===== src/rtl/time_parameters_regs_pkg.sv =====
// rtl/time_parameters_regs_pkg.sv - shared constants and types for the traffic-light timing registers
package time_parameters_regs_pkg;

    localparam int TIME_W = 4;

    typedef logic [TIME_W-1:0] time_t;

    typedef enum logic [1:0] {
        INT_BASE = 2'b00,
        INT_EXT  = 2'b01,
        INT_YEL  = 2'b10,
        INT_NONE = 2'b11
    } interval_e;

    localparam time_t DEF_BASE = 4'd6;
    localparam time_t DEF_EXT  = 4'd3;
    localparam time_t DEF_YEL  = 4'd2;

    // A zero program value means "restore the default", so a zero-length interval is never stored.
    function automatic time_t resolve_time(input time_t value, input time_t dflt);
        return (value == '0) ? dflt : value;
    endfunction

endpackage


===== src/rtl/time_parameters_regs.sv =====
// rtl/time_parameters_regs.sv - programmable base/extended/yellow interval store with combinational read
module time_parameters_regs
    import time_parameters_regs_pkg::*;
#(
    parameter time_t T_BASE = DEF_BASE,
    parameter time_t T_EXT  = DEF_EXT,
    parameter time_t T_YEL  = DEF_YEL
) (
    input  logic              clock,
    input  logic              Reset_Sync,
    input  logic [1:0]        TP_Selector,
    input  logic [TIME_W-1:0] Time_Value,
    input  logic              Prog_Sync,
    input  logic [1:0]        Interval,
    output logic [TIME_W-1:0] Value
);

    time_t base_q;
    time_t ext_q;
    time_t yel_q;

    logic  wr_base;
    logic  wr_ext;
    logic  wr_yel;

    interval_e wr_sel;
    interval_e rd_sel;

    assign wr_sel = interval_e'(TP_Selector);
    assign rd_sel = interval_e'(Interval);

    always_comb begin
        wr_base = 1'b0;
        wr_ext  = 1'b0;
        wr_yel  = 1'b0;
        if (Prog_Sync) begin
            case (wr_sel)
                INT_BASE: wr_base = 1'b1;
                INT_EXT:  wr_ext  = 1'b1;
                INT_YEL:  wr_yel  = 1'b1;
                default:  ;
            endcase
        end
    end

    // Reset wins over a simultaneous program strobe.
    always_ff @(posedge clock) begin
        if (Reset_Sync) begin
            base_q <= T_BASE;
            ext_q  <= T_EXT;
            yel_q  <= T_YEL;
        end else begin
            if (wr_base) base_q <= resolve_time(Time_Value, T_BASE);
            if (wr_ext)  ext_q  <= resolve_time(Time_Value, T_EXT);
            if (wr_yel)  yel_q  <= resolve_time(Time_Value, T_YEL);
        end
    end

    always_comb begin
        Value = '0;
        case (rd_sel)
            INT_BASE: Value = base_q;
            INT_EXT:  Value = ext_q;
            INT_YEL:  Value = yel_q;
            default:  Value = '0;
        endcase
    end

endmodule


===== config.mk =====
export PLATFORM = sky130hd
export DESIGN_NAME = time_parameters_regs
export DESIGN_NICKNAME = d
export VERILOG_FILES = /design/src/rtl/time_parameters_regs_pkg.sv /design/src/rtl/time_parameters_regs.sv
export SDC_FILE = /design/constraint.sdc
export NUM_CORES = 1
export LEC_CHECK = 0
export ABC_CLOCK_PERIOD_IN_PS = 800
export BUFFER_PORTS_ARGS = -buffer_cell sky130_fd_sc_hd__buf_2
export CAP_MARGIN = 5
export CORE_AREA = 5 5 42 44
export DETAILED_ROUTE_END_ITERATION = 7
export DIE_AREA = 0 0 47 49
export PLACE_DENSITY_LB_ADDON = 0.25
export REMOVE_ABC_BUFFERS = 1
export SLEW_MARGIN = 20
export SYNTH_ARGS = -nofsm -noshare
export SYNTH_HDL_FRONTEND = slang
export SYNTH_SLANG_ARGS = --single-unit

===== constraint.sdc =====
create_clock -name clock -period 0.8 [get_ports clock]
set_input_delay 0.04 -clock clock [delete_from_list [all_inputs] [get_ports clock]]
set_output_delay 0.04 -clock clock [all_outputs]
set_load 0.05 [all_outputs]

==> impl_metrics.tcl, run 1 <==
set metrics [dict create \
    drtIter0Drc 5 \
    grtUsageMet1_pct 14.70 \
    reg2reg_to "base_q[2]" \
    grt_pass1_vias 408 \
    synth_top_area_share_pct 44.76 \
    synthTopCellsByArea "dfxtp_1, mux2i_1, o21ai_0" \
    p_leak_nw 0.3328 \
    crit_required_ps 760 \
    wl_per_cell_um 12.21 \
    status "finished, violations left" \
    die-area_um2 2303 \
    vias 482 \
    cts_buffers 3 \
    synth.distinct_cells 13 \
    final_core_util_pct 52.41 \
    vdd_ir_drop_max_mv 0.8637 \
    holdWs_ps 69.63 \
    grt_busiest_layer "met2" \
    synth_area_um2 536.8 \
    grt.total_usage_pct 11.39 \
    portBuffers 14 \
    critPathMaxFanout 2 \
    cp_num_buf_inv 1 \
    core_region_area_um2 1401 \
    yosysSeqAreaShare_pct 44.76 \
    finalSetupTns_ps -1038 \
    violations "negative setup slack" \
    layout-drive-gt1-share_pct 40.74 \
    fin_crit_sh_pct 134.5 \
    relSlewSlack_pct 78.06 \
    worstHoldEndpoint "yel_q[2]" \
    clk_pin_slew_ps 80 \
    cp-start-kind "flip-flop" \
    reg2reg_slack_ps 120 \
    drc 0 \
    hold_path.class "in -> reg" \
    clk_path_buf_depth 2 \
    dp_hpwl_um 995.3 \
    yosysWarnings 0 \
    cts_tree "done" \
    clk_latency_ps 270 \
    fmax_mhz 929.2 \
    min_path_cells 3 \
    rows 14 \
    total_power_mw 1.375 \
    end_kind "output port" \
    clock_skew_ps 0 \
    cpLargestDelayFamily "flip-flops" \
    vias_per_cell 4.969 \
    grtUsageMet2_pct 16.74 \
    reg2reg_depth 2 \
    grt_pass1_wl_um 1856 \
    yosys.area.top_type "dfxtp_1" \
    cts_num_sinks 12 \
    crit_start "yel_q[1]" \
    dr.pass1.iters 3 \
    cap_violations 0 \
    rsz0062_at_grt "yes" \
    fin_nets 93 \
    setup_violations 4 \
    antenna_left 0 \
    criticalPathCategory "reg -> out" \
    critical-path-max-stage-delay_ps 340 \
    fp.dieW_um 47 \
    cp_slowest_cell "dfxtp_2" \
    synth_seq_cells 12 \
    holdBufCountCts 0 \
    antenna_found_initial 0 \
    hold_viol 0 \
    n_antenna_cell 0 \
    power-per-cell-area_nw_per_um2 1873 \
    post-route-min-period_ps 1076 \
    critical_path_arrival_ps 1040 \
    avgSynthCellArea_um2 9.098 \
    worstMarginPinSlew_ps 326.1 \
    hp-start "Time_Value[2]" \
    fill_cells 141 \
    clockRootBuffer "clkbuf_4" \
    grt.met3_usage_pct 3.321 \
    setup_ws_ps -276.2 \
    worstReg2RegStart "base_q[2]" \
    area_growth_pct 36.83 \
    path_cells "mux2i_1, o21ai_1, buf_6" \
    grt_max_degree 11 \
    gr-total-overflow 0 \
    slew_viol_final 0 \
    netlist_instances 59 \
    die_h_um 49 \
    h-tree-depth 1 \
    ios 15 \
    start_util_pct 38.30 \
    place_congestion 0.7427 \
    wl_um 1184 \
]
worst min-delay path, delay by kind of cell:
kind	cells	cell delay [ps]
buffers and inverters	1	130
and+or+nand+nor	1	70
muxes	1	70
power by group:
part,internal [mW],switching (mW),total (mW)
combinational,0.106,0.140,0.246
clock,0.277,0.214,0.491
sequential,0.625,0.0132,0.638
total,1.01,0.367,1.38
synth_stat cells:
cell and instances:
nor4_1 2, nor3_1 5, buf_2 1, nor3b_4 1
mux2i_1 11, o21ai_0 8, dfxtp_1 12, a21oi_1 3
nor2b_1 1, nor2_1 8, nand2_1 4, nand3b_1 2
clkbuf_1 1
timing repair:
action                     4_1_cts  5_1_grt
hold endpoints to repair         0        0
setup endpoints to repair        4        4
buffers inserted                 0        0
gates resized for setup         20        0
pin swaps                        1        1
cell families (layout without fill, tap and decap cells):
family / after synthesis / in the layout / share of synthesized area (%)
buffers and inverters: 2 / 24 / 1.630
flip-flops: 12 / 12 / 44.76
multiplexers: 11 / 11 / 20.51
AO/OA/AOI/OAI: 11 / 11 / 10.26
AND/OR/NAND/NOR: 23 / 23 / 22.84
placed cells by master, fill, tap and decap left out:
| cell type | count |
|---|---|
| o21ai_1 | 4 |
| mux2i_1 | 11 |
| nand3b_1 | 2 |
| o21ai_0 | 4 |
| nor2_1 | 8 |
| buf_6 | 4 |
| clkbuf_8 | 1 |
| nor3b_4 | 1 |
| dfxtp_2 | 8 |
| dfxtp_1 | 4 |
| buf_2 | 10 |
| a21oi_1 | 3 |
| nor2b_1 | 1 |
| buf_4 | 6 |
| nand2_1 | 4 |
| nor3_1 | 5 |
| clkbuf_4 | 3 |
| nor4_1 | 2 |
metrics by stage:
step                area [um2]  setup WS [ps]  instances
detailed placement       663.1         -148.7         93
global route             734.5         -353.2         97
CTS                      734.5         -305.6         97
finish                   734.5         -276.2         97
global placement         663.1         -126.5         93
floorplan                528.0         -694.4         57
flip-flops by register name (all words and copies together) (netlist names):
name and flops:
ext_q 4, yel_q 4, base_q 4
routing by layer:
metal | routed length [um] | vias to the layer above
li1 | - | 252
met1 | 528 | 219
met2 | 574 | 7
met3 | 59 | 4
met4 | 21 | 0
met5 | 0 | -
final cells by class:
class / instances / area (um2) / share of cell area (%)
clock buffers: 4 / 36.28 / 4.940
multi-input cells: 45 / 287.8 / 39.18
flip-flops and latches: 12 / 250.2 / 34.07
well taps: 16 / 20.02 / 2.726
repair buffers: 20 / 140.1 / 19.08
how the worst max path moves through the flow:
stage,to,slack (ps),depth (start not counted)
floorplan,Value[0],-690,2
global placement,Value[1],-130,3
detailed placement,Value[1],-150,5
CTS,Value[1],-310,3
global route,Value[1],-350,3
finish,Value[1],-280,3
Power figures use the tool's default switching activity.
==> run 2: changes to the inputs <==
Settings changed: RECOVER_POWER from default to 25.
==> run 2 against run 1 <==
The flow still finishes with violations (negative setup slack); utilization shrank 0.54 points; non-clock buffer count is the same; register-to-register slack is essentially flat; global-route usage is the same.
==> impl_metrics.tcl, run 2 (synthesized netlist as in run 1, its figures left out) <==
set metrics [dict create \
    status "finished, violations left" \
    violations "negative setup slack" \
    vdd_ir_drop_max_mv 0.8289 \
    layout.cells.non_filler 97 \
    mostFrequentLayoutCells "mux2i_1, buf_2, nor2_1" \
    n_antenna_cell 0 \
    clk_pin_slew_ps 80 \
    critPathMaxFanout 2 \
    p_leak_nw 0.3294 \
    portBuffers 14 \
    setup_violations 4 \
    slew_viol_final 0 \
    hold_viol 0 \
    clk_latency_ps 270 \
    dr.pass1.iters 3 \
    drtIter0Drc 4 \
    antenna_left 0 \
    total_power_mw 1.371 \
    gr-total-overflow 0 \
    reg2reg_to "base_q[2]" \
    top_regs "base_q: 4 flops, ext_q: 4 flops, yel_q: 4 flops" \
    h-tree-depth 1 \
    worstMarginPinSlew_ps 422.5 \
    fin_crit_sh_pct 135.3 \
    area_growth_pct 35.43 \
    setup_ws_ps -282.2 \
    vias 481 \
    dp.cells 93 \
    layout-drive-gt1-share_pct 39.51 \
    grt_pass1_wl_um 1856 \
    fp.dieW_um 47 \
    worstReg2RegStart "base_q[2]" \
    grt_max_degree 11 \
    grt_busiest_layer "met2" \
    vias_per_cell 4.959 \
    grt.total_usage_pct 11.39 \
    reg2reg_depth 2 \
    drc 0 \
    cts_num_sinks 12 \
    critical_path_arrival_ps 1040 \
    cts_tree "done" \
    wl_per_cell_um 12.18 \
    final_common_cell "mux2i_1" \
    ios 15 \
    power-per-cell-area_nw_per_um2 1886 \
    post-route-min-period_ps 1082 \
    crit_required_ps 760 \
    clk_path_buf_depth 2 \
    min_path_cells 3 \
    hold_path.class "in -> reg" \
    cts_buffers 3 \
    rows 14 \
    grtUsageMet1_pct 14.70 \
    start_util_pct 38.30 \
    die-area_um2 2303 \
    criticalPathCategory "reg -> out" \
    fin_nets 93 \
    hp-start "Time_Value[2]" \
    grt.met3_usage_pct 3.321 \
    place_congestion 0.7427 \
    dp_hpwl_um 995.3 \
    reg2reg_slack_ps 110 \
    die_h_um 49 \
    grtUsageMet2_pct 16.74 \
    grt_pass1_vias 408 \
    end_kind "output port" \
    cap_violations 0 \
    antenna_found_initial 0 \
    wl_um 1181 \
    rsz0062_at_grt "yes" \
    clockRootBuffer "clkbuf_4" \
    clock_skew_ps 0 \
    cp-start-kind "flip-flop" \
    core_region_area_um2 1401 \
    fmax_mhz 924.1 \
    worstHoldEndpoint "yel_q[2]" \
    relSlewSlack_pct 71.71 \
]
-- run 2: final cells by class --
class | instances | area [um2]
clock buffers | 4 | 36.28
fillers | 141 | 674.4
multi-input cells | 45 | 281.5
flip-flops and latches | 12 | 249.0
well taps | 16 | 20.02
repair buffers | 20 | 140.1
-- run 2: worst max-delay path by stage --
stage	from	endpoint	cells after the start
floorplan	yel_q[0]	Value[0]	2
global placement	yel_q[1]	Value[1]	3
detailed placement	Interval[1]	Value[1]	5
CTS	yel_q[1]	Value[1]	3
global route	base_q[1]	Value[1]	3
finish	yel_q[0]	Value[0]	3
-- run 2: what timing repair did --
action,CTS,global route
hold buffers,0,0
resized for setup,20,0
endpoints found under the setup margin,4,4
buffers inserted,0,0
pin swaps,1,1
-- run 2: critical path, cell delays in order, from the launching register on --
cell and delay [ps]:
dfxtp_1 340, mux2i_1 90, o21ai_1 160, buf_6 180
-- run 2: metrics by stage --
step | util [%] | cell area [um2] | hold slack [ps] | TNS [ps] | setup WS [ps]
after floorplan | - | 528.0 | 112.4 | -2776 | -694.4
after global placement | 47.32 | 663.1 | 343.3 | -751.7 | -126.5
after detailed placement | 47.32 | 663.1 | 349.0 | -914.0 | -148.7
after CTS | 52.41 | 734.5 | 61.60 | -1096 | -305.6
after global routing | 51.88 | 726.9 | 88.32 | -1303 | -353.2
final | 51.88 | 726.9 | 69.26 | -1052 | -282.2
-- run 2: per-layer routing --
layer	vias to the layer above	share of wire, %
li1	252	-
met2	7	49
met1	218	44
met4	0	1.8
met3	4	5.0
met5	-	0
-- run 2: report_power, final --
group          switching [mW]  total (mW)  internal, mW  leakage (nW)
clock network           0.214       0.491         0.277        0.0210
logic                   0.138       0.242         0.104         0.210
registers              0.0132       0.638         0.625        0.0986
==> run 3: changes to the inputs <==
Settings changed: PLACE_DENSITY from default to 0.67, PLACE_DENSITY_LB_ADDON 0.25 to default.
==> run 3 against run 2 <==
The run still ends with negative setup slack left; combinational power rose by 7%; global-route usage grew 1.6 points; first-iteration DRC count grew 25%; clock skew is the same; clock power fell by 25%; clock-buffer cell count is 1 lower; routed wire length grew 10%; via count rose by 4.6%; sequential cell count is the same; highest routed layer unchanged.
==> impl_metrics.tcl, run 3 (synthesized netlist as in run 1, its figures left out) <==
set metrics [dict create \
    status "finished, violations left" \
    violations "negative setup slack" \
    drc 0 \
    clk_latency_ps 270 \
    grt_max_degree 8 \
    start_util_pct 38.30 \
    rsz0062_at_grt "yes" \
    reg2reg_to "yel_q[1]" \
    area_growth_pct 38.00 \
    fin_crit_sh_pct 133.2 \
    place_congestion 0.8089 \
    gr-total-overflow 0 \
    top_regs "base_q: 4 flops, ext_q: 4 flops, yel_q: 4 flops" \
    power-per-cell-area_nw_per_um2 1711 \
    vdd_ir_drop_max_mv 1.014 \
    clock_skew_ps 0 \
    post_cts.repair.setup_buffers 0 \
    setup_violations 4 \
    antenna_left 0 \
    hold_path.class "in -> reg" \
    grt_pass1_vias 493 \
    reg2reg_depth 2 \
    clk_pin_slew_ps 70 \
    vias_per_cell 5.081 \
    dp_slack_ps -137.3 \
    final_common_cell "mux2i_1" \
    clockRootBuffer "clkbuf_4" \
    post-route-min-period_ps 1066 \
    n_antenna_cell 0 \
    critPathMaxFanout 2 \
    die_h_um 49 \
    cts_buffers 3 \
    grt_pass1_wl_um 2070 \
    dp_hpwl_um 1042 \
    drtIter0Drc 5 \
    cts_num_sinks 12 \
    ios 15 \
    vias 503 \
    end_kind "output port" \
    wl_um 1305 \
    holdBufCountCts 0 \
    h-tree-depth 1 \
    slew_viol_final 0 \
    mostFrequentLayoutCells "mux2i_1, buf_2, buf_4" \
    worstHoldEndpoint "base_q[1]" \
    critical_path_arrival_ps 1030 \
    setup_ws_ps -265.7 \
    dr.pass1.iters 4 \
    cp-start-kind "flip-flop" \
    reg2reg_slack_ps 80 \
    grt.total_usage_pct 13.01 \
    cap_violations 0 \
    min_path_cells 3 \
    worstMarginPinSlew_ps 374.6 \
    clk_path_buf_depth 2 \
    crit_required_ps 760 \
    die-area_um2 2303 \
    layout-drive-gt1-share_pct 39.76 \
    core_region_area_um2 1401 \
    antenna_found_initial 0 \
    rows 14 \
    fp.dieW_um 47 \
    portBuffers 14 \
    relSlewSlack_pct 74.80 \
    finalSetupTns_ps -1012 \
    worstReg2RegStart "yel_q[1]" \
    p_leak_nw 0.3396 \
    criticalPathCategory "reg -> out" \
    fin_nets 96 \
    cts_tree "done" \
    fmax_mhz 938.3 \
    hold_viol 0 \
    wl_per_cell_um 13.18 \
    hp-start "Time_Value[1]" \
]
[run 3: cell types whose count changed in the layout (fill, tap and decap cells not counted)]
cell,before,now
buf_4,6,9
clkbuf_8,1,0
dfxtp_1,5,6
dfxtp_2,7,6
nor3b_2,1,0
nor3b_4,0,1
[run 3: power by group]
part | internal, mW | leakage, nW | total [mW] | switching (mW)
sequential | 0.625 | 0.0982 | 0.639 | 0.0141
combinational | 0.115 | 0.228 | 0.259 | 0.144
clock | 0.174 | 0.0138 | 0.370 | 0.196
[run 3: per-layer routing]
| metal | global-route usage (%) | vias to the layer above | routed length (um) |
|---|---|---|---|
| li1 | - | 260 | - |
| met4 | 9.677 | 0 | 43 |
| met1 | 16.70 | 227 | 595 |
| met5 | 0 | - | 0 |
| met3 | 3.321 | 4 | 64 |
| met2 | 17.87 | 12 | 602 |
[run 3: worst max-delay path by stage]
stage / from / endpoint / slack [ps] / cells past startpoint
4_1_cts: base_q[1] / Value[1] / -310 / 3
2_1_floorplan: yel_q[0] / Value[0] / -690 / 2
3_5_place_dp: Interval[1] / Value[1] / -140 / 5
6_report: yel_q[1] / Value[1] / -270 / 3
3_3_place_gp: base_q[1] / Value[1] / -140 / 3
5_1_grt: yel_q[0] / Value[0] / -330 / 3
[run 3: area by class of cell]
type	count	area (um2)
fill	142	660.6
multi-input combinational	45	287.8
sequential	12	247.7
timing repair buffer	23	162.7
clock buffer	3	22.52
tap	16	20.02
[run 3: timing repair]
item	CTS	global route
setup endpoints to repair	4	4
gates resized for setup	13	5
pin swaps	1	1
[run 3: per-stage QoR]
| stage | util, % | std cells | hold WS [ps] | power (mW) | area (um2) |
|---|---|---|---|---|---|
| 3_5_place_dp | 48.93 | 96 | 369.1 | 0.8865 | 685.7 |
| 2_1_floorplan | - | 57 | 112.4 | 0.7681 | 528.0 |
| 5_1_grt | 52.86 | 99 | 108.5 | 1.328 | 740.7 |
| 6_report | 52.86 | 99 | 96.62 | 1.268 | 740.7 |
| 3_3_place_gp | 48.93 | 96 | 355.2 | 0.8828 | 685.7 |
| 4_1_cts | 52.23 | 99 | 83.48 | 1.275 | 732.0 |
[run 3: critical path: stages, from the launching register on]
cell	delay (ps)
dfxtp_2	330
mux2i_1	60
o21ai_1	170
buf_6	180
